## src/rtl/clb_multi.sv

```systemverilog
// clb_multi: NUM_BLE LUT+FF logic elements with shadow-chain configuration and atomic commit.
// Define CLB_READBACK_EN to stream the previous shadow contents out on cfg_dout during a load.
module clb_multi #(
    parameter int LUT_K   = 4,
    parameter int NUM_BLE = 2
) (
    input  logic                       clb_clk,
    input  logic                       clb_rst,
    input  logic                       cfg_start,
    input  logic                       cfg_valid,
    input  logic                       cfg_data,
    output logic                       cfg_done,
    output logic                       cfg_dout,
    input  logic                       clb_ce,
    input  logic [NUM_BLE*LUT_K-1:0]   clb_input,
    output logic [NUM_BLE-1:0]         clb_output
);
    localparam int W        = 2**LUT_K + 2;
    localparam int CFG_BITS = NUM_BLE * W;
    localparam int CW       = $clog2(CFG_BITS + 1);

    typedef enum logic [1:0] {UNCONFIG, LOADING, ACTIVE} state_t;

    state_t                state, state_nxt;
    logic [CW-1:0]         cnt;
    logic [CFG_BITS-1:0]   shadow, shadow_nxt, active;
    logic                  committed, accept, commit;
    logic [NUM_BLE-1:0]    ff, lut;

    always_comb begin
        accept     = state == LOADING && cfg_valid && !cfg_start;
        commit     = accept && cnt == CW'(CFG_BITS - 1);
        shadow_nxt = accept ? {cfg_data, shadow[CFG_BITS-1:1]} : shadow;
        state_nxt  = cfg_start ? LOADING : commit ? ACTIVE : state;
    end

    always_ff @(posedge clb_clk or posedge clb_rst) begin
        if (clb_rst) begin
            state     <= UNCONFIG;
            cnt       <= '0;
            shadow    <= '0;
            active    <= '0;
            committed <= 1'b0;
            ff        <= '0;
        end else begin
            state  <= state_nxt;
            cnt    <= cfg_start ? '0 : accept ? cnt + 1'b1 : cnt;
            shadow <= shadow_nxt;
            if (commit) begin
                active    <= shadow_nxt;
                committed <= 1'b1;
            end
            // The commit edge seeds each FF from the incoming word, ignoring clb_ce
            for (int b = 0; b < NUM_BLE; b++)
                ff[b] <= commit ? shadow_nxt[b*W+1] : (clb_ce && committed) ? lut[b] : ff[b];
        end
    end

    for (genvar g = 0; g < NUM_BLE; g++) begin : g_ble
        logic [2**LUT_K-1:0] tbl;
        assign tbl           = active[g*W+2 +: 2**LUT_K];
        assign lut[g]        = tbl[clb_input[g*LUT_K +: LUT_K]];
        assign clb_output[g] = committed & (active[g*W] ? ff[g] : lut[g]);
    end

    assign cfg_done = state == ACTIVE;

`ifdef CLB_READBACK_EN
    always_ff @(posedge clb_clk or posedge clb_rst) begin
        if (clb_rst)
            cfg_dout <= 1'b0;
        else if (accept)
            cfg_dout <= shadow[0];
    end
`else
    assign cfg_dout = 1'b0;
`endif
endmodule
```

## config.mk

```make
export PLATFORM = sky130hd
export DESIGN_NAME = clb_multi
export DESIGN_NICKNAME = d
export VERILOG_FILES = /design/src/rtl/clb_multi.sv
export SDC_FILE = /design/constraint.sdc
export NUM_CORES = 1
export LEC_CHECK = 0
export ABC_CLOCK_PERIOD_IN_PS = 5220
export CAP_MARGIN = 20
export CORE_MARGIN = 4
export CORE_UTILIZATION = 42
export DETAILED_ROUTE_END_ITERATION = 8
export GPL_ROUTABILITY_DRIVEN = 1
export PLACE_DENSITY = 0.55
export SLEW_MARGIN = 20
export SYNTH_ARGS = -nofsm -noshare
export SYNTH_HDL_FRONTEND = slang
export SYNTH_SLANG_ARGS = --single-unit
```

## constraint.sdc

```tcl
create_clock -name clb_clk -period 5.22 [get_ports clb_clk]
set_clock_uncertainty 0.15 [all_clocks]
set_input_delay 0.783 -clock clb_clk [delete_from_list [all_inputs] [get_ports clb_clk]]
set_output_delay 0.783 -clock clb_clk [all_outputs]
set_load 0.1 [all_outputs]
```

# ---- Word level (Yosys, flattened, before mapping)
# Cells that the tools add are included.
dict set report word_totals {
  input_bits 14
  mem_count 0
  latchBits 0
  regBits 83
  rom_bits 0
  ram_bits 0
  out_inout_bits 4
}
dict set report classes {
  div 0
  n_eq_ne 3
  reduce_logical 8
  n_bitwise 2
  n_shift 0
  order_cmp 2
  add_sub_neg 1
  n_mul 0
  muxes 15
}
# operator n
set ops {}
lappend ops {{$mux 36} 1}
lappend ops {{$mux 6} 2}
lappend ops {{$lt 4x5->1 const B} 2}
lappend ops {{$bmux 1 s4} 2}
lappend ops {{$mux 1} 8}
lappend ops {{$add 6x1->6 const B} 1}
lappend ops {{$eq 6x6->1 const B} 1}
lappend ops {{$reduce_bool 2->1} 3}
lappend ops {{$logic_and 1x1->1} 4}
lappend ops {{$mux 2} 2}
lappend ops {{$and 1x1->1} 2}
lappend ops {{$eq 2x1->1 const B} 1}
lappend ops {{$eq 2x2->1 const B} 1}
lappend ops {{$logic_not 1->1} 1}

# ---- Depth between registers and ports, before layout
# Gate-level depths: netlist (run 1).
dict set report logic_depth {
  word_depth 6
  ltp_mapped 7
  depth_no_buf 6
}

# ---- Worst setup path before layout (run 1)
# No wires, ideal clock.
dict set report synth_timing {
  kind {input to output}
  start {input clb_input[0]}
  end {output clb_output[0]}
  slack_ns 0.368
  arrival_ns 3.919
  path_stages 6
  required_time_ns 4.287
  path_cell_list {buf_4 > mux4_2 > nor2b_1 > nor3_1 > a311o_1 > a21boi_0}
}
dict set report synth_via {
  elab_chain_len 4
}
# element line_no
set synth_rtl {}
lappend synth_rtl {{from (decl)} 15} ;# input logic [NUM_BLE*LUT_K-1:0] clb_input,
lappend synth_rtl {{$bmux 1 s4} 62} ;# assign lut[g] = tbl[clb_input[g*LUT_K +: LUT_K]];
lappend synth_rtl {{$mux 1 (implied by the code)} 62}
lappend synth_rtl {{$mux 1} 63} ;# assign clb_output[g] = committed & (active[g*W] ? ff[g] : lut[g]);
lappend synth_rtl {{$and 1x1->1} 63}
lappend synth_rtl {{to (decl)} 16} ;# output logic [NUM_BLE-1:0] clb_output
# Every way passes these cells. The select of a mux whose other input is x is not followed.

# ---- Worst setup path in the final report (run 1)
# Same ends and word-level chain as after synthesis.

==> impl_metrics.tcl, run 1 <==
set metrics [dict create \
    r2r_slack_ns 2.86 \
    cts_buffers 9 \
    area_growth_pct 12.55 \
    grt_pass1_wl_um 9825 \
    setup_tns_ns 0 \
    p_switching_mw 0.2819 \
    initial_core_util 0.4364 \
    vias_per_cell 5.103 \
    synth_area_leaders "dfrtp_1 (59%), mux2_2 (23%), mux4_2 (2.7%)" \
    setup_slack_ns 1.362 \
    critPathMaxStageDelay_ns 0.58 \
    crit_type "primary input to primary output" \
    dieArea_mm2 0.009572 \
    clk_pin_slew_ns 0.07 \
    hold_class "flop to flop" \
    synth_flop_cell "dfrtp_1" \
    tightestPinTransition_ns 0.9673 \
    synth_async_sr_flop_share 1.000 \
    clkPwrFrac 0.344 \
    ys_seq_area_frac 0.5906 \
    crit_chain "clkdlybuf4s50_1 -> mux4_2 -> nor2b_1 -> nor3_1 -> a311o_1 -> a21boi_0 -> buf_4" \
    synth_compound_area_frac 0.02879 \
    reg2regPathDepth 5 \
    clockBufferDepth 2 \
    leakage_nw 1.825 \
    core_area_mm2 0.007767 \
    power_frac_comb 0.083 \
    place_congestion 0.7457 \
    root_buffer "clkbuf_8" \
    layout-drive-gt1-share 0.3696 \
    timing.rr.end "active[20]" \
    maxCapViolCount 0 \
    holdPathEnd "active[6]" \
    die_w_um 97.84 \
    dp_hpwl_um 3635 \
    hold_viol 0 \
    power.total_mw 1.245 \
    fin_crit_ns 3.858 \
    dr.first_iter.drc_count 55 \
    postCtsSetupBuffers 0 \
    synth_fp_nets 250 \
    path_max_fanout 6 \
    min_from "active[6]" \
    n_antenna_cell 0 \
    die_y_um 97.84 \
    irDropWorstVdd_uv 128.9 \
    cp_top_family "buffers and inverters" \
    required_ns 4.29 \
    cts_resized 0 \
    antenna_found_initial 0 \
    worstSkewPairLatency_ns 0.33 \
    clock-sinks 80 \
    dpl.cell_count 344 \
    timing.hold.ws_ns 0.3595 \
    final_area_mm2 0.003815 \
    mostFrequentLayoutCell "dfrtp_1" \
    timing.slew.headroom 0.3528 \
    pre_cts_ws_ns 1.340 \
    place_area_mm2 0.003628 \
    synth_edf_count 0 \
    cpMaxStageDelayCell "clkdlybuf4s50_1" \
    syn_inst 235 \
    post-route-period-util 0.7392 \
    cp-end-kind "primary output" \
    synth.area.mux_share 0.2798 \
    seq_power_share 0.573 \
    vias 1832 \
    reg2reg_from "cnt[0]" \
    row_count 32 \
    cp-start-kind "primary input" \
    grt_overflow 0 \
    ys_warn_count 0 \
    pin_count 18 \
    drc 0 \
    synth_top_family_by_area "multiplexers" \
    grt_max_degree 53 \
    stdcell_count 359 \
    synthXorXnorAreaFrac 0.01292 \
    synth_simple_gate_area_share 0.06165 \
    slew_violations 0 \
    final_cell_mix "dfrtp_1 (80), mux2_2 (69), clkdlybuf4s50_1 (14)" \
    worstPathArrival_ns 2.93 \
    cts_tree "built" \
    synth_largest_area_cell "dfrtp_1" \
    cts_hold_buf 0 \
    rsz0062_at_grt "no" \
    switching_share 0.2264 \
    final_util 0.4911 \
    ys_ff_latch 80 \
    synth_top_area_frac 0.5906 \
    netlist_area_mm2 0.003390 \
    drtPass1Iterations 4 \
    avgSynthCellArea_um2 14.42 \
    drt-total-wl_um 5501 \
    drtAntennaViolNets 0 \
    finalSetupViolCount 0 \
    portBuffers 16 \
    power.density_mw_per_mm2 326.4 \
    status "completed" \
    groute.usage.overall 0.1284 \
    crit_buf_inv 2 \
    layout.nets 268 \
    synthAdderAreaFrac 0.003691 \
    hold_depth 1 \
    max_freq_mhz 259.2 \
    routedWlPerCell_um 15.32 \
    intPower_mw 0.9631 \
    synthDistinctLibCells 39 \
    htreeDepth 3 \
    grt_pass1_vias 2000 \
]
[worst reg2reg max path, stage by stage, from the launching register on]
cell and delay [ns]:
dfrtp_1 0.39, ha_1 0.21, nand2_1 0.06, nor4_1 0.26, nand2_2 0.62, mux2_1 0.55
[power by group through the flow]
stage	logic, mW	clock network [mW]	registers [mW]
4_1_cts	0.106	0.451	0.714
2_1_floorplan	0.0828	0	0.710
5_1_grt	0.116	0.479	0.723
3_5_place_dp	0.105	0	0.727
6_report	0.103	0.428	0.714
3_3_place_gp	0.103	0	0.726
[layer usage]
| layer | part of all wire | GRT usage | wire length (um) | vias to the layer above |
|---|---|---|---|---|
| met5 | 0 | 0 | 0 | - |
| met4 | 0.016 | 0.05751 | 86 | 0 |
| met3 | 0.023 | 0.03143 | 128 | 9 |
| met2 | 0.46 | 0.1937 | 2536 | 13 |
| met1 | 0.50 | 0.1762 | 2751 | 935 |
| li1 | - | - | - | 875 |
[cell families after synthesis]
| family | count (synthesis) |
|---|---|
| flops | 80 |
| compound gates | 13 |
| other cells | 1 |
| mux | 81 |
| xor+xnor | 5 |
| buf+inv | 13 |
| fa+ha+maj | 1 |
| simple gates | 41 |
[cell usage after synthesis (2+ instances only)]
master / n
inv_1: 2
a311o_1: 2
nand2_1: 11
a211o_1: 2
nor2_1: 10
nor3_1: 3
mux2_2: 69
nor3b_1: 3
nor2b_1: 2
xor2_1: 4
nand2b_1: 2
buf_4: 2
mux4_2: 4
buf_2: 7
nand3_1: 2
a31oi_1: 2
mux2i_1: 7
dfrtp_1: 80
[cell type report]
cell class                      count  area, um^2
Sequential cell                    80        2002
Clock inverter                      4       45.04
Multi-Input combinational cell    142        1320
Timing Repair Buffer               18       170.2
Fill cell                         694        3953
Tap cell                          102       127.6
Inverter                            2       8.758
Clock buffer                       11       141.4
[worst max path at each step]
stage / start / to / slack, ns / cells after the start
after floorplan: clb_input[0] / clb_output[0] / 0.37 / 6
after global placement: clb_input[0] / clb_output[0] / 1.36 / 7
after detailed placement: clb_input[0] / clb_output[0] / 1.34 / 7
after CTS: clb_input[4] / clb_output[1] / 1.33 / 7
after global routing: clb_input[0] / clb_output[0] / 1.19 / 7
final: clb_input[0] / clb_output[0] / 1.36 / 7
[sequential cells by signal (all words and copies together), names as in the netlist]
| register | cells |
|---|---|
| cnt | 6 |
| state | 2 |
| active | 34 |
| shadow | 35 |
| ff | 2 |
| committed | 1 |
Note: power is estimated with default switching activity, not from simulation.
==> run 2: changes to the inputs <==
- ABC_CLOCK_PERIOD_IN_PS: 5220 -> 3370
- PLACE_DENSITY: 0.55 -> 0.58
- clock period: 5.22 -> 3.37 ns (I/O delays scaled with it)
==> run 2 against run 1 <==
  * Wire length up 2.4%
  * Critical path depth unchanged
  * Final cell count up 0.84%
  * Sequential power up 54%
  * First-iteration DRC count up 49%
  * Die area unchanged
  * Hold slack worse by 0.0090 ns
  * Flip-flop and latch count unchanged
  * Non-clock buffer count up 4
  * Cell area up 2.8%
  * Critical path type unchanged
  * Critical endpoint is now clb_output[1]
  * Highest routed layer unchanged
==> impl_metrics.tcl, run 2 (same netlist as run 1, synthesis figures left out) <==
set metrics [dict create \
    status "completed" \
    timing.hold.ws_ns 0.3504 \
    n_antenna_cell 0 \
    power.density_mw_per_mm2 515.0 \
    top_register "shadow" \
    cts_tree "built" \
    dp_hpwl_um 3834 \
    rsz0062_at_grt "no" \
    largest_register_ffs 35 \
    slew_violations 0 \
    layout.nets 272 \
    clk_pin_slew_ns 0.08 \
    path_max_fanout 3 \
    place_area_mm2 0.003714 \
    drt-total-wl_um 5631 \
    worstSkewPairLatency_ns 0.33 \
    cp-start-kind "primary input" \
    final_cell_mix "dfrtp_1 (80), mux2_2 (69), clkdlybuf4s50_1 (13)" \
    crit_type "primary input to primary output" \
    row_count 32 \
    cp-end-kind "primary output" \
    groute.usage.overall 0.1292 \
    max_freq_mhz 325.4 \
    fin_crit_ns 3.073 \
    vias_per_cell 5.229 \
    hold_class "flop to flop" \
    reg.largest.list "shadow: 35 flops, active: 34 flops, cnt: 6 flops" \
    antenna_found_initial 0 \
    post-route-period-util 0.9118 \
    crit_buf_inv 2 \
    postCtsSetupBuffers 0 \
    leakage_nw 1.868 \
    mostFrequentLayoutCell "dfrtp_1" \
    drtAntennaViolNets 0 \
    maxCapViolCount 0 \
    worstPathArrival_ns 2.42 \
    final_util 0.5048 \
    clkPwrFrac 0.371 \
    seq_power_share 0.546 \
    grt_pass1_vias 1967 \
    core_area_mm2 0.007767 \
    stdcell_count 362 \
    grt_max_degree 50 \
    dpl.cell_count 348 \
    multi_input_area_mm2 0.001328 \
    area_growth_pct 15.69 \
    cpMaxStageDelayCell "clkdlybuf4s50_1" \
    cts_resized 0 \
    crit_chain "clkdlybuf4s50_1 -> mux4_2 -> nor2b_1 -> a311oi_1 -> a211o_1 -> a21boi_2 -> buf_12" \
    irDropWorstVdd_uv 267.3 \
    root_buffer "clkbuf_8" \
    dieArea_mm2 0.009572 \
    place_congestion 0.7417 \
    p_switching_mw 0.4512 \
    clockBufferDepth 2 \
    finalSetupViolCount 0 \
    hold_viol 0 \
    clock-sinks 80 \
    routedWlPerCell_um 15.56 \
    pre_cts_ws_ns 0.2765 \
    switching_share 0.2234 \
    cp_top_family "buffers and inverters" \
    tightestPinTransition_ns 0.5778 \
    htreeDepth 3 \
    setup_slack_ns 0.2972 \
    setup_tns_ns 0 \
    cts_buffers 9 \
    critPathMaxStageDelay_ns 0.55 \
    initial_core_util 0.4364 \
    vias 1893 \
    drtPass1Iterations 4 \
    die_w_um 97.84 \
    grt_pass1_wl_um 9846 \
    dr.first_iter.drc_count 82 \
    power.total_mw 2.019 \
    cts_hold_buf 0 \
    power_frac_comb 0.083 \
    final_area_mm2 0.003921 \
    intPower_mw 1.568 \
    fillCellCount 689 \
    drc 0 \
    register_area_mm2 0.002002 \
    portBuffers 16 \
    pin_count 18 \
    required_ns 2.71 \
    timing.slew.headroom 0.6144 \
    die_y_um 97.84 \
    layout-drive-gt1-share 0.3923 \
    grt_overflow 0 \
]
[run 2: per-layer routing]
layer,track usage,routed length [um],vias up
met5,0,0,-
met4,0.05751,100,0
met3,0.03214,145,11
met2,0.1937,2584,19
met1,0.1780,2801,980
li1,-,-,883
[run 2: layout make-up]
type	count	share of cell area
flip-flops and latches	80	0.5105
multi-input cells	142	0.3385
repair buffers	22	0.06318
clock buffers	10	0.03510
well taps	102	0.03255
clock inverters	4	0.01787
inverters	2	0.002234
[run 2: worst paths after layout]
check,start,end,slack (ns),depth (start not counted)
max in group asynchronous,clb_rst,shadow[28],2.04,3
max,clb_input[4],clb_output[1],0.30,7
max reg2reg,state[1],active[20],1.36,5
min in group asynchronous,clb_rst,state[0],0.39,2
min reg2reg,active[20],active[20],0.35,1
min,active[20],active[20],0.35,1
[run 2: power groups by stage]
stage,Clock [mW],Combinational [mW],Sequential (mW)
2_1_floorplan,0,0.129,1.10
3_3_place_gp,0,0.167,1.12
3_5_place_dp,0,0.171,1.13
4_1_cts,0.772,0.171,1.11
5_1_grt,0.819,0.184,1.12
6_report,0.750,0.167,1.10
==> run 3: changes to the inputs <==
- CTS_BUF_LIST: unset -> sky130_fd_sc_hd__clkbuf_4
- HOLD_SLACK_MARGIN: unset -> 0.1
==> run 3 against run 2 <==
  * Hold slack worse by 0.049 ns
  * First-iteration DRC count down 22%
  * Clock power down 20%
  * Combinational power about the same
  * Flip-flop and latch count unchanged
  * Utilization down 0.85 points
  * Register-to-register slack about the same
  * Critical path depth unchanged
  * Sequential power about the same
  * Largest power group unchanged
==> impl_metrics.tcl, run 3 (same netlist as run 1, synthesis figures left out) <==
set metrics [dict create \
    reg.largest.list "shadow: 35 flops, active: 34 flops, cnt: 6 flops" \
    maxCapViolCount 0 \
    power.total_mw 1.866 \
    n_antenna_cell 0 \
    intPower_mw 1.429 \
    seq_power_share 0.591 \
    die_y_um 97.84 \
    irDropWorstVdd_uv 249.7 \
    worstPathArrival_ns 2.42 \
    power.density_mw_per_mm2 484.1 \
    final_cell_mix "dfrtp_1 (80), mux2_2 (69), clkdlybuf4s50_1 (13)" \
    crit_type "primary input to primary output" \
    path_max_fanout 3 \
    top_register "shadow" \
    mostFrequentLayoutCell "dfrtp_1" \
    switching_share 0.2340 \
    rsz0062_at_grt "no" \
    area_growth_pct 13.73 \
    grt_pass1_vias 1941 \
    htreeDepth 3 \
    initial_core_util 0.4364 \
    max_freq_mhz 325.4 \
    cts_buffers 9 \
    power_frac_comb 0.089 \
    status "completed" \
    cts_hold_buf 0 \
    drtPass1Iterations 4 \
    post-route-period-util 0.9120 \
    pre_cts_ws_ns 0.2765 \
    groute.usage.overall 0.1291 \
    layout.nets 272 \
    tightestPinTransition_ns 0.5772 \
    drtAntennaViolNets 0 \
    dieArea_mm2 0.009572 \
    hold_class "primary input to async pin" \
    cts_tree "built" \
    required_ns 2.71 \
    slew_violations 0 \
    cp-end-kind "primary output" \
    grt_overflow 0 \
    grt_pass1_wl_um 9798 \
    core_area_mm2 0.007767 \
    portBuffers 16 \
    dr.first_iter.drc_count 64 \
    drc 0 \
    clkPwrFrac 0.320 \
    clockBufferDepth 2 \
    clk_pin_slew_ns 0.12 \
    largest_register_ffs 35 \
    dp_hpwl_um 3834 \
    postCtsSetupBuffers 0 \
    die_w_um 97.84 \
    row_count 32 \
    setup_slack_ns 0.2967 \
    worstSkewPairLatency_ns 0.41 \
    layout-drive-gt1-share 0.3885 \
    finalSetupViolCount 0 \
    antenna_found_initial 0 \
    hold_viol 0 \
    clock-sinks 80 \
    routedWlPerCell_um 15.50 \
    pin_count 18 \
    cts_resized 0 \
    cp-start-kind "primary input" \
    timing.slew.headroom 0.6147 \
    place_congestion 0.7417 \
    grt_max_degree 50 \
    vias_per_cell 5.210 \
    setup_tns_ns 0 \
    vias 1886 \
    drt-total-wl_um 5611 \
    p_switching_mw 0.4366 \
    root_buffer "clkbuf_4" \
    leakage_nw 1.839 \
    fin_crit_ns 3.073 \
]
[run 3: final timing paths]
path	startpoint	endpoint	cells after the start	slack, ns
min in group clb_clk	active[20]	active[20]	1	0.36
worst max register to register	state[1]	active[20]	5	1.35
max in group asynchronous	clb_rst	shadow[22]	3	2.12
worst max-delay path	clb_input[4]	clb_output[1]	7	0.30
worst min-delay path	clb_rst	state[1]	2	0.30
worst min register to register	active[20]	active[20]	1	0.36
[run 3: layout make-up]
class                   instances  area [um^2]
fillers                       693         3913
flip-flops and latches         80         2002
multi-input cells             142         1328
repair buffers                 22        247.7
well taps                     102        127.6
clock inverters                 5        73.82
clock buffers                   9        67.56
inverters                       2        8.758
[run 3: power by group through the flow]
stage | registers [mW] | logic [mW] | clock network [mW]
2_1_floorplan | 1.10 | 0.129 | 0
3_3_place_gp | 1.12 | 0.167 | 0
3_5_place_dp | 1.13 | 0.171 | 0
4_1_cts | 1.11 | 0.171 | 0.622
5_1_grt | 1.12 | 0.184 | 0.669
6_report | 1.10 | 0.167 | 0.597
[run 3: routing by layer]
layer	vias up	GRT usage	part of all wire
met1	974	0.1785	0.50
li1	887	-	-
met4	0	0.05112	0.014
met5	-	0	0
met2	16	0.1911	0.46
met3	9	0.03857	0.028
[run 3: critical path, stage by stage]
cell and delay [ns]:
clkdlybuf4s50_1 0.55, mux4_2 0.52, nor2b_1 0.14, a311oi_1 0.27, a211o_1 0.20, a21boi_2 0.07
buf_12 0.16
[run 3: metrics by stage]
step | instance area [um^2] | utilization | instances | hold WS (ns)
6_report | 3855 | 0.4963 | 362 | 0.3015
2_1_floorplan | 3397 | - | 235 | 0.3135
3_5_place_dp | 3714 | 0.4781 | 348 | 0.3349
5_1_grt | 3855 | 0.4963 | 362 | 0.3242
4_1_cts | 3855 | 0.4963 | 362 | 0.3014
3_3_place_gp | 3714 | 0.4781 | 348 | 0.3282
